--- src/rtl/player_damage_tracker.sv ---
// ---------------------------------------------------------------------------
// player_damage_tracker
//
// Per-player stage that sits directly after the damage coprocessor.
//   * Accumulates the player's damage percent, saturating at MAX_PERCENT.
//   * Turns each accepted hit into a signed knockback vector. The vector
//     appears one cycle after the hit and is computed from the post-hit
//     percent and the clamped damage.
//   * Runs the IDLE / HITSTUN / INVULN state machine. The movement logic
//     uses its outputs to gate player control.
//
// Ports
//   i_clock          system clock, all state on rising edge
//   i_reset          asynchronous, active-high, clears all state
//   i_hit_valid      one-cycle qualifier for i_damage
//   i_damage         unsigned damage from the coprocessor (32 bits)
//   i_attacker_left  1 = knock toward +x, 0 = knock toward -x
//   i_respawn        one-cycle pulse on stock loss / respawn
//   o_percent        accumulated damage percent (10 bits)
//   o_kb_valid       one-cycle pulse, knockback vector valid
//   o_knockback_x    signed horizontal knockback (16 bits)
//   o_knockback_y    vertical knockback, never negative (16 bits)
//   o_hitstun        high while the player is in hitstun
//   o_invuln         high while the player is invulnerable
// ---------------------------------------------------------------------------
module player_damage_tracker #(
    parameter int unsigned MAX_PERCENT   = 999,
    parameter int unsigned BASE_KB       = 8,
    parameter int unsigned KB_SHIFT      = 4,
    parameter int unsigned HS_SHIFT      = 3,
    parameter int unsigned INVULN_CYCLES = 120
) (
    input  logic        i_clock,
    input  logic        i_reset,
    input  logic        i_hit_valid,
    input  logic [31:0] i_damage,
    input  logic        i_attacker_left,
    input  logic        i_respawn,
    output logic [9:0]  o_percent,
    output logic        o_kb_valid,
    output logic [15:0] o_knockback_x,
    output logic [15:0] o_knockback_y,
    output logic        o_hitstun,
    output logic        o_invuln
);

    localparam logic [1:0] ST_IDLE    = 2'd0;
    localparam logic [1:0] ST_HITSTUN = 2'd1;
    localparam logic [1:0] ST_INVULN  = 2'd2;

    localparam logic [9:0]  MAX_PCT     = 10'(MAX_PERCENT);
    localparam logic [31:0] MAX_PCT32   = 32'(MAX_PERCENT);
    localparam logic [31:0] MAG_SAT     = 32'd32767;
    localparam logic [15:0] INVULN_LOAD = 16'(INVULN_CYCLES);

    // Control state
    logic [1:0]  r_state;
    logic [7:0]  r_hitstunCnt;
    logic [15:0] r_invulnCnt;

    // Percent accumulator
    logic [9:0]  r_percent;

    // Stage-1 pipeline registers: the hit waiting for its knockback
    logic        r_s1Valid;
    logic [9:0]  r_s1Pct;
    logic [9:0]  r_s1Dmg;
    logic        r_s1Left;

    // Stage-2 output registers
    logic        r_kbValid;
    logic [15:0] r_kbX;
    logic [15:0] r_kbY;

    // Combinational helpers
    logic        w_hitAccept;
    logic [9:0]  w_dmgClamped;
    logic [10:0] w_pctSum;
    logic [9:0]  w_pctNext;
    logic [19:0] w_product;
    logic [31:0] w_magRaw;
    logic [15:0] w_mag;
    logic [15:0] w_hsShifted;
    logic [7:0]  w_hsLoad;
    logic [15:0] w_kbX;
    logic [15:0] w_kbY;

    // Hits are refused while invulnerable. A respawn in the same cycle
    // also refuses the hit, because the respawn takes priority.
    assign w_hitAccept = i_hit_valid && (i_damage != 32'd0) &&
                         (r_state != ST_INVULN) && !i_respawn;

    // Clamp the damage first, then add it to the percent and saturate.
    // The 11-bit sum cannot overflow because both operands are at most
    // MAX_PERCENT.
    assign w_dmgClamped = (i_damage > MAX_PCT32) ? MAX_PCT : i_damage[9:0];
    assign w_pctSum     = {1'b0, r_percent} + {1'b0, w_dmgClamped};
    assign w_pctNext    = (w_pctSum > {1'b0, MAX_PCT}) ? MAX_PCT : w_pctSum[9:0];

    // Knockback magnitude. The 10x10 product fits 20 bits, and the result
    // saturates so that both +mag and -mag fit in 16-bit two's complement.
    assign w_product = 20'(r_s1Pct) * 20'(r_s1Dmg);
    assign w_magRaw  = 32'(BASE_KB) + 32'(w_product >> KB_SHIFT);
    assign w_mag     = (w_magRaw > MAG_SAT) ? 16'h7FFF : w_magRaw[15:0];

    // Hitstun length is clamped to at least one cycle, so that every
    // accepted hit produces visible stun, and to at most the counter range.
    assign w_hsShifted = w_mag >> HS_SHIFT;
    assign w_hsLoad    = (w_hsShifted == 16'd0)   ? 8'd1  :
                         (w_hsShifted > 16'd255)  ? 8'hFF : w_hsShifted[7:0];

    assign w_kbX = r_s1Left ? w_mag : (16'd0 - w_mag);
    assign w_kbY = {1'b0, w_mag[15:1]};

    // Stage 1: accumulate the percent and capture the values that the
    // knockback computation needs on the next edge. A respawn wipes the
    // percent and drops any hit still in flight.
    always_ff @(posedge i_clock or posedge i_reset) begin
        if (i_reset) begin
            r_percent <= 10'd0;
            r_s1Valid <= 1'b0;
            r_s1Pct   <= 10'd0;
            r_s1Dmg   <= 10'd0;
            r_s1Left  <= 1'b0;
        end else if (i_respawn) begin
            r_percent <= 10'd0;
            r_s1Valid <= 1'b0;
        end else begin
            r_s1Valid <= w_hitAccept;
            if (w_hitAccept) begin
                r_percent <= w_pctNext;
                r_s1Pct   <= w_pctNext;
                r_s1Dmg   <= w_dmgClamped;
                r_s1Left  <= i_attacker_left;
            end
        end
    end

    // Stage 2: publish the knockback vector for one cycle. When no new
    // vector is issued, the vector registers keep their last value.
    always_ff @(posedge i_clock or posedge i_reset) begin
        if (i_reset) begin
            r_kbValid <= 1'b0;
            r_kbX     <= 16'd0;
            r_kbY     <= 16'd0;
        end else begin
            r_kbValid <= r_s1Valid && !i_respawn;
            if (r_s1Valid && !i_respawn) begin
                r_kbX <= w_kbX;
                r_kbY <= w_kbY;
            end
        end
    end

    // State machine and its counters. Priority order:
    //   1. Respawn: enter INVULN and reload the invulnerability timer.
    //   2. A completed stage-2 hit: reload hitstun. Combos replace the
    //      remaining count; they do not add to it.
    //   3. Otherwise count down. The state leaves on the edge where the
    //      counter goes from 1 to 0, so the flag is high for exactly the
    //      loaded number of cycles.
    always_ff @(posedge i_clock or posedge i_reset) begin
        if (i_reset) begin
            r_state      <= ST_IDLE;
            r_hitstunCnt <= 8'd0;
            r_invulnCnt  <= 16'd0;
        end else if (i_respawn) begin
            r_state      <= ST_INVULN;
            r_hitstunCnt <= 8'd0;
            r_invulnCnt  <= INVULN_LOAD;
        end else if (r_s1Valid) begin
            r_state      <= ST_HITSTUN;
            r_hitstunCnt <= w_hsLoad;
        end else begin
            case (r_state)
                ST_HITSTUN: begin
                    if (r_hitstunCnt <= 8'd1) begin
                        r_state      <= ST_IDLE;
                        r_hitstunCnt <= 8'd0;
                    end else begin
                        r_hitstunCnt <= r_hitstunCnt - 8'd1;
                    end
                end
                ST_INVULN: begin
                    if (r_invulnCnt <= 16'd1) begin
                        r_state     <= ST_IDLE;
                        r_invulnCnt <= 16'd0;
                    end else begin
                        r_invulnCnt <= r_invulnCnt - 16'd1;
                    end
                end
                ST_IDLE: begin
                    r_state <= ST_IDLE;
                end
                default: begin
                    r_state      <= ST_IDLE;
                    r_hitstunCnt <= 8'd0;
                    r_invulnCnt  <= 16'd0;
                end
            endcase
        end
    end

    assign o_percent     = r_percent;
    assign o_kb_valid    = r_kbValid;
    assign o_knockback_x = r_kbX;
    assign o_knockback_y = r_kbY;
    assign o_hitstun     = (r_state == ST_HITSTUN);
    assign o_invuln      = (r_state == ST_INVULN);

endmodule

--- config.mk ---
export PLATFORM = sky130hd
export DESIGN_NAME = player_damage_tracker
export DESIGN_NICKNAME = d
export VERILOG_FILES = /design/src/rtl/player_damage_tracker.sv
export SDC_FILE = /design/constraint.sdc
export NUM_CORES = 1
export LEC_CHECK = 0
export CORE_MARGIN = 2
export CORE_UTILIZATION = 44
export DETAILED_ROUTE_END_ITERATION = 8
export PLACE_DENSITY_LB_ADDON = 0.2
export SYNTH_ARGS = -nofsm -noshare
export SYNTH_HDL_FRONTEND = slang
export SYNTH_SLANG_ARGS = --single-unit
--- constraint.sdc ---
create_clock -name i_clock -period 16.6 [get_ports i_clock]
set_input_delay 2.49 -clock i_clock [delete_from_list [all_inputs] [get_ports i_clock]]
set_output_delay 2.49 -clock i_clock [all_outputs]
set_load 0.05 [all_outputs]
# Word level (Yosys, flattened, before mapping)
# Cells that the tools add are included.
# totals
word_cells	68
reg_bits	90
output_inout_bits	45
in_bits	37
# op_classes
order_cmp	6
eq_ne	8
reduce_logical	14
bitwise_logic	1
muxes	22
addsub	5
multipliers	1
# ops
operator	count
two-way mux 16 bit	5
two-way mux 10 bit	4
two-way mux 8 bit	5
greater-than comparator 32 x 10 -> 1 bit, second input constant	1
one-hot mux 16 bit (2 select lines)	1
nonzero test 32 bit	1
multiplier 10 x 10 -> 20 bit	1
adder 4 x 16 -> 17 bit, first input constant	1
greater-than comparator 17 x 15 -> 1 bit, second input constant	1
less-or-equal comparator 16 x 1 -> 1 bit, second input constant	1
zero test 16 bit	1
one-hot mux 8 bit (2 select lines)	1
subtractor 1 x 16 -> 16 bit, first input constant	1
subtractor 16 x 1 -> 16 bit, second input constant	1
greater-than comparator 13 x 8 -> 1 bit, second input constant	1
adder 10 x 10 -> 11 bit	1
greater-than comparator 11 x 10 -> 1 bit, second input constant	1
less-or-equal comparator 8 x 1 -> 1 bit, second input constant	1
two-way mux 2 bit	4
inequality test 4 x 2 -> 1 bit, second input constant	2
subtractor 8 x 1 -> 8 bit, second input constant	1
AND reduction 2 bit	3
logical AND 1 bit	4
inequality test 2 bit, second input constant	2
11 further kinds	12

# Depth between registers and ports, before layout
# logic_depth
depth_word	9
ltp_mapped	36
mapped_depth_nobuf	31

# Worst setup path before layout
# OpenSTA, ideal clock, no wires.
# synth_path
kind	flip-flop to flip-flop
startpoint	register r_s1Dmg[3]
endpoint	register r_kbX[14], in the netlist o_knockback_x[14]
setup_time_ns	0.129
path_stages_with_launch	36
path_buffers	4
t_required_ns	16.471
synth_period_minus_slack_ns	8.396
path_slack_ns	8.204
arrival_time_ns	8.267
path_cell_list	dfrtp_1 -> clkbuf_1 -> nand2_1 -> fa_1 -> inv_1 -> fa_1 -> ha_1 -> fa_1 -> inv_1 -> fa_1 -> inv_1 -> ha_1 -> o21a_1 -> or2_2 -> mux2i_1 -> or3_1 -> clkbuf_1 -> ha_1 -> buf_1 -> inv_1 -> nor3_4 -> nand2_2 -> or4_4 -> or4b_4 -> nand2_2 -> o31ai_2 -> buf_2 -> nor2_1 -> ha_1 -> nand3_1 -> nor3_1 -> nand3b_1 -> a2111oi_2 -> a31oi_1 -> xnor2_1 -> o21ai_1
# synth_via
elab_chain_len	6
# synth_lines
item	line	source
start, declared	67	logic [9:0] r_s1Dmg;
start signal, assigned	133	r_s1Dmg <= w_dmgClamped;
multiplier 10 x 10 -> 20 bit (*)	102	assign w_product = 20'(r_s1Pct) * 20'(r_s1Dmg);
adder 4 x 16 -> 17 bit (*)	103	assign w_magRaw = 32'(BASE_KB) + 32'(w_product >> KB_SHIFT);
greater-than comparator 17 x 15 -> 1 bit	104	assign w_mag = (w_magRaw > MAG_SAT) ? 16'h7FFF : w_magRaw[15:0];
two-way mux 16 bit (*)	104	
subtractor 1 x 16 -> 16 bit	112	assign w_kbX = r_s1Left ? w_mag : (16'd0 - w_mag);
two-way mux 16 bit (*)	112	
end signal, assigned	149	r_kbX <= w_kbX;
end, declared	72	logic [15:0] r_kbX;
# Mark *: on every way between the ends. The rest lies on a longest branch, timed or not.
# A chain may end at the register's enable or synchronous reset.

# Worst setup path after layout
# layout_path
startpoint	register r_s1Pct[3]
endpoint	register r_kbX[14], in the netlist o_knockback_x[14]
# layout_via
elab_chain_len	6
# layout_lines
item	line	source
start, declared	66	logic [9:0] r_s1Pct;
start signal, assigned	132	r_s1Pct <= w_pctNext;
multiplier 10 x 10 -> 20 bit (*)	102	
adder 4 x 16 -> 17 bit (*)	103	
greater-than comparator 17 x 15 -> 1 bit	104	
two-way mux 16 bit (*)	104	
subtractor 1 x 16 -> 16 bit	112	
two-way mux 16 bit (*)	112	
# Marks and branches as above.

==> flow_results.org <==
** Logic synthesis
- Count of flip-flops with a built-in enable after synthesis :: 0
- Summing every instance area after synthesis gives 0.00913 mm2.
- Share of synthesized area spent on multiplexers :: 2.18%
- Post-synthesis adder-cell area fraction :: 23.2%
- YS warnings :: 0
- Xor-xnor portion of the synthesized cell area :: 5.47%
- Synthesis instantiated 79 different standard cells from the library.
- Summing the areas of all and, or, nand and nor instances in the mapped netlist gives 22.5% of the synthesized area.
- Sequential element share of the synthesized area :: 24.7%
- Counting every net in the synthesized netlist gives 1215.
- Register bit count reported by yosys :: 90
- Biggest area contributors in the synthesized netlist :: dfrtp_1 25%, fa_1 14%, ha_1 9.6%
- After synthesis, the mean cell area works out to 8.73 um2.
- Main synth FF type :: dfrtp_1
- Top-area cell type share of the netlist area :: 24.7%
- Combinational family with the most area after synthesis :: adder cells
- In the synthesized netlist, the number of instances is 1046.
- The synthesized netlist devotes 16.1% of its cell area to compound gates.
- The largest total area in the synthesized netlist belongs to dfrtp_1.
- Counting flops with an async set or reset pin after synthesis yields a share of 100%.

** Timing
- Worst slew margin :: 38.4%
- Setup TNS :: 0 ns
- The clock period could shrink to 9.20 ns.
- The worst path uses 55.4% of the clock period.
- Clock skew on the completed layout was measured at 0.0144 ns.
- The final number of hold-violating endpoints is 0.
- Worst slew pin tran :: 0.917 ns
- The number of max-slew violations in the final report is 0.
- Highest clock rate :: 109 MHz
- Unrepaired setup endpoints after global routing :: no
- Setup-failing EPs final :: 0

** Clock tree
- Number of gates resized after cts :: 0
- For this design, the CTS-stage hold fixing added 0 buffers.
- The clock net in this run drives a total of 90 sinks.
- Number of buffers on the longest clock path :: 2
- Clock tree from TritonCTS :: yes
- Num CTS Buffers :: 9
- Worst-path clk slew :: 0.08 ns
- Clock latency of the later-clocked register in the worst-skew pair :: 0.36 ns
- H-tree lvl count :: 3
- Post-CTS setup repair buffer count :: 0
- The tree is rooted in a clkbuf_16.

** Floorplanning
- In this run the core area contains 52 standard-cell rows.
- From bottom edge to top edge, the die measures 148 um.
- The die is 148 um wide.
- Total Die Area :: 0.0219 mm2
- Std-Cell Core Area :: 0.0203 mm2
- Once the floorplan was initialized, standard cells occupied 45.0% of the core.
- Number of ports placed on the die boundary :: 82

** Critical path
- Master of the slowest instance on the critical path :: dfrtp_1
- The worst setup path is captured at a flop.
- WP data required :: 16.83 ns
- STA classifies the critical path startpoint as a flop.
- At the worst endpoint, the arrival time is 9.44 ns.
- Number of buffers and inverters on the critical path :: 5
- Cell type group with the largest total delay on the critical path :: adder cells
- The critical path is of the reg -> reg type.
- Of all nets on the critical path, the largest fanout is 17.
- Largest incremental delay on the critical path :: 0.61 ns

** Final layout
- The number of antenna diodes in the final layout is 0.
- Compared with the post-synthesis result, the final layout area differs by 13.7%.
- The sequential cells in the finished layout cover a total of 0.00225 mm2.
- Leaving out fill and tap cells, the most frequent cells in the layout are 112 x nand2_1, 90 x dfrtp_1, 80 x clkdlybuf4s50_1.
- Leaving out fill and tap cells, the most frequent cell in the layout is nand2_1.
- Fraction of final layout cells with drive strength greater than 1 :: 5.69%
- # nets final :: 1253
- Summing all multi-input logic gate instances after layout gives 0.00634 mm2.
- Measured on the finished design, the core utilization comes to 51.2%.
- Filler Cell Count :: 1944

** Global route
- Overflow left after global routing :: 0
- Maximum number of pins on one net before global-route repair :: 61
- The number of antenna violations at the first check in global routing is 0.
- Total routing resource utilization after global routing :: 21.0%
- The number of global-route vias before repair is 7638.
- The first global-routing pass estimated 37700 um of wire.

** Routing
- In this run the top signal layer used is met4.
- Vias per inst :: 5.57
- Length of routed wiring on met1 :: 10200 um
- Count of routing violations after the opening detailed-route iteration :: 416
- Dividing the detail-routed wire length by the instance count gives 16.0 um.
- In this run the remaining antenna-violating nets after routing total 0.
- Routed wire length :: 21800 um
- Sum of met2 wire segment lengths after detailed routing :: 10300 um
- After detailed routing, the number of remaining DRC violations is 0.
- Summed over all nets, wire length on met3 after detailed routing comes to 892 um.
- For this block, the via count after detailed routing is 7566.
- The first TritonRoute pass finished after 4 iterations.

** Placed design
- Once detailed placement completed, the half-perimeter wirelength came to 17000 um.
- Routability-driven placement congestion ratio :: 0.883
- Buffers added on ports :: 80

** Hold path
- The worst hold path belongs to the class reg -> reg.

** Flow run
- Across the run, the number of max-cap violations was 0.

** Outcome
- The run finished with clean final reports.
-- layout make-up --
cell class	count	area share [%]
Timing Repair Buffer	85	8.07
Multi-Input combinational cell	819	61.1
Sequential cell	90	21.7
Clock buffer	10	2.30
Inverter	79	2.87
Clock inverter	6	0.747
Tap cell	270	3.25
-- per-stage QoR --
| step | setup WS, ns | std cells | area [um2] | hold slack, ns |
|---|---|---|---|---|
| 6_report | 7.40 | 1359 | 10400 | 0.470 |
| 5_1_grt | 6.71 | 1359 | 10400 | 0.513 |
| 4_1_cts | 7.42 | 1359 | 10400 | 0.476 |
| 3_5_place_dp | 7.43 | 1343 | 10100 | 0.459 |
| 3_3_place_gp | 7.59 | 1343 | 10100 | 0.452 |
| 2_1_floorplan | 8.20 | 1046 | 9130 | 0.460 |
-- per-layer routing --
| layer | vias to the layer above | track usage [%] |
|---|---|---|
| met1 | 3675 | 28.6 |
| met3 | 31 | 3.83 |
| met5 | - | 0 |
| met2 | 158 | 34.4 |
| li1 | 3702 | - |
| met4 | 0 | 6.29 |
-- cell families after synthesis --
family / after synthesis
AND/OR/NAND/NOR: 399
XOR/XNOR: 57
flip-flops: 90
AO/OA/AOI/OAI: 212
multiplexers: 18
adder cells (fa/ha/maj): 132
other: 1
buffers and inverters: 137
-- synthesized netlist by cell type, types with 12 or more instances --
master    count
inv_1        78
a21oi_1      39
clkbuf_1     41
nand2_1     112
ha_1         70
a211oi_1     18
nand2b_1     12
fa_1         62
nor3_1       22
and2_1       72
nor4_1       15
nor2_1       78
a21o_1       14
a31oi_1      18
o21ai_0      42
xnor2_1      46
dfrtp_1      90
nand3_1      16
-- sequential cells by signal, indices dropped and copies added (netlist names) --
name,cells
r_s1Dmg,10
o_kb_valid,1
r_s1Pct,10
r_hitstunCnt,8
r_s1Valid,1
o_percent,10
r_state,2
o_knockback_y,15
r_invulnCnt,16
o_knockback_x,16
r_s1Left,1
-- tightest hold or removal path: cells and delay by family, from the launching register on --
kind | cells | cell delay, ns
flops | 1 | 0.34
simple gates | 2 | 0.10
-- final timing paths --
path	startpoint	end	slack (ns)	depth (start not counted)
max	r_s1Pct[3]	o_knockback_x[14]	7.40	32
min	o_knockback_y[4]	o_knockback_y[4]	0.47	2
max reg2reg	r_s1Pct[3]	o_knockback_x[14]	7.40	32
min reg2reg	o_knockback_y[4]	o_knockback_y[4]	0.47	2
max in group asynchronous	i_reset	o_knockback_y[7]	12.98	3
min in group asynchronous	i_reset	o_percent[3]	2.47	2
Power is not shown: default switching activity piles up to over one toggle a cycle in this logic, so the estimate is an artifact.
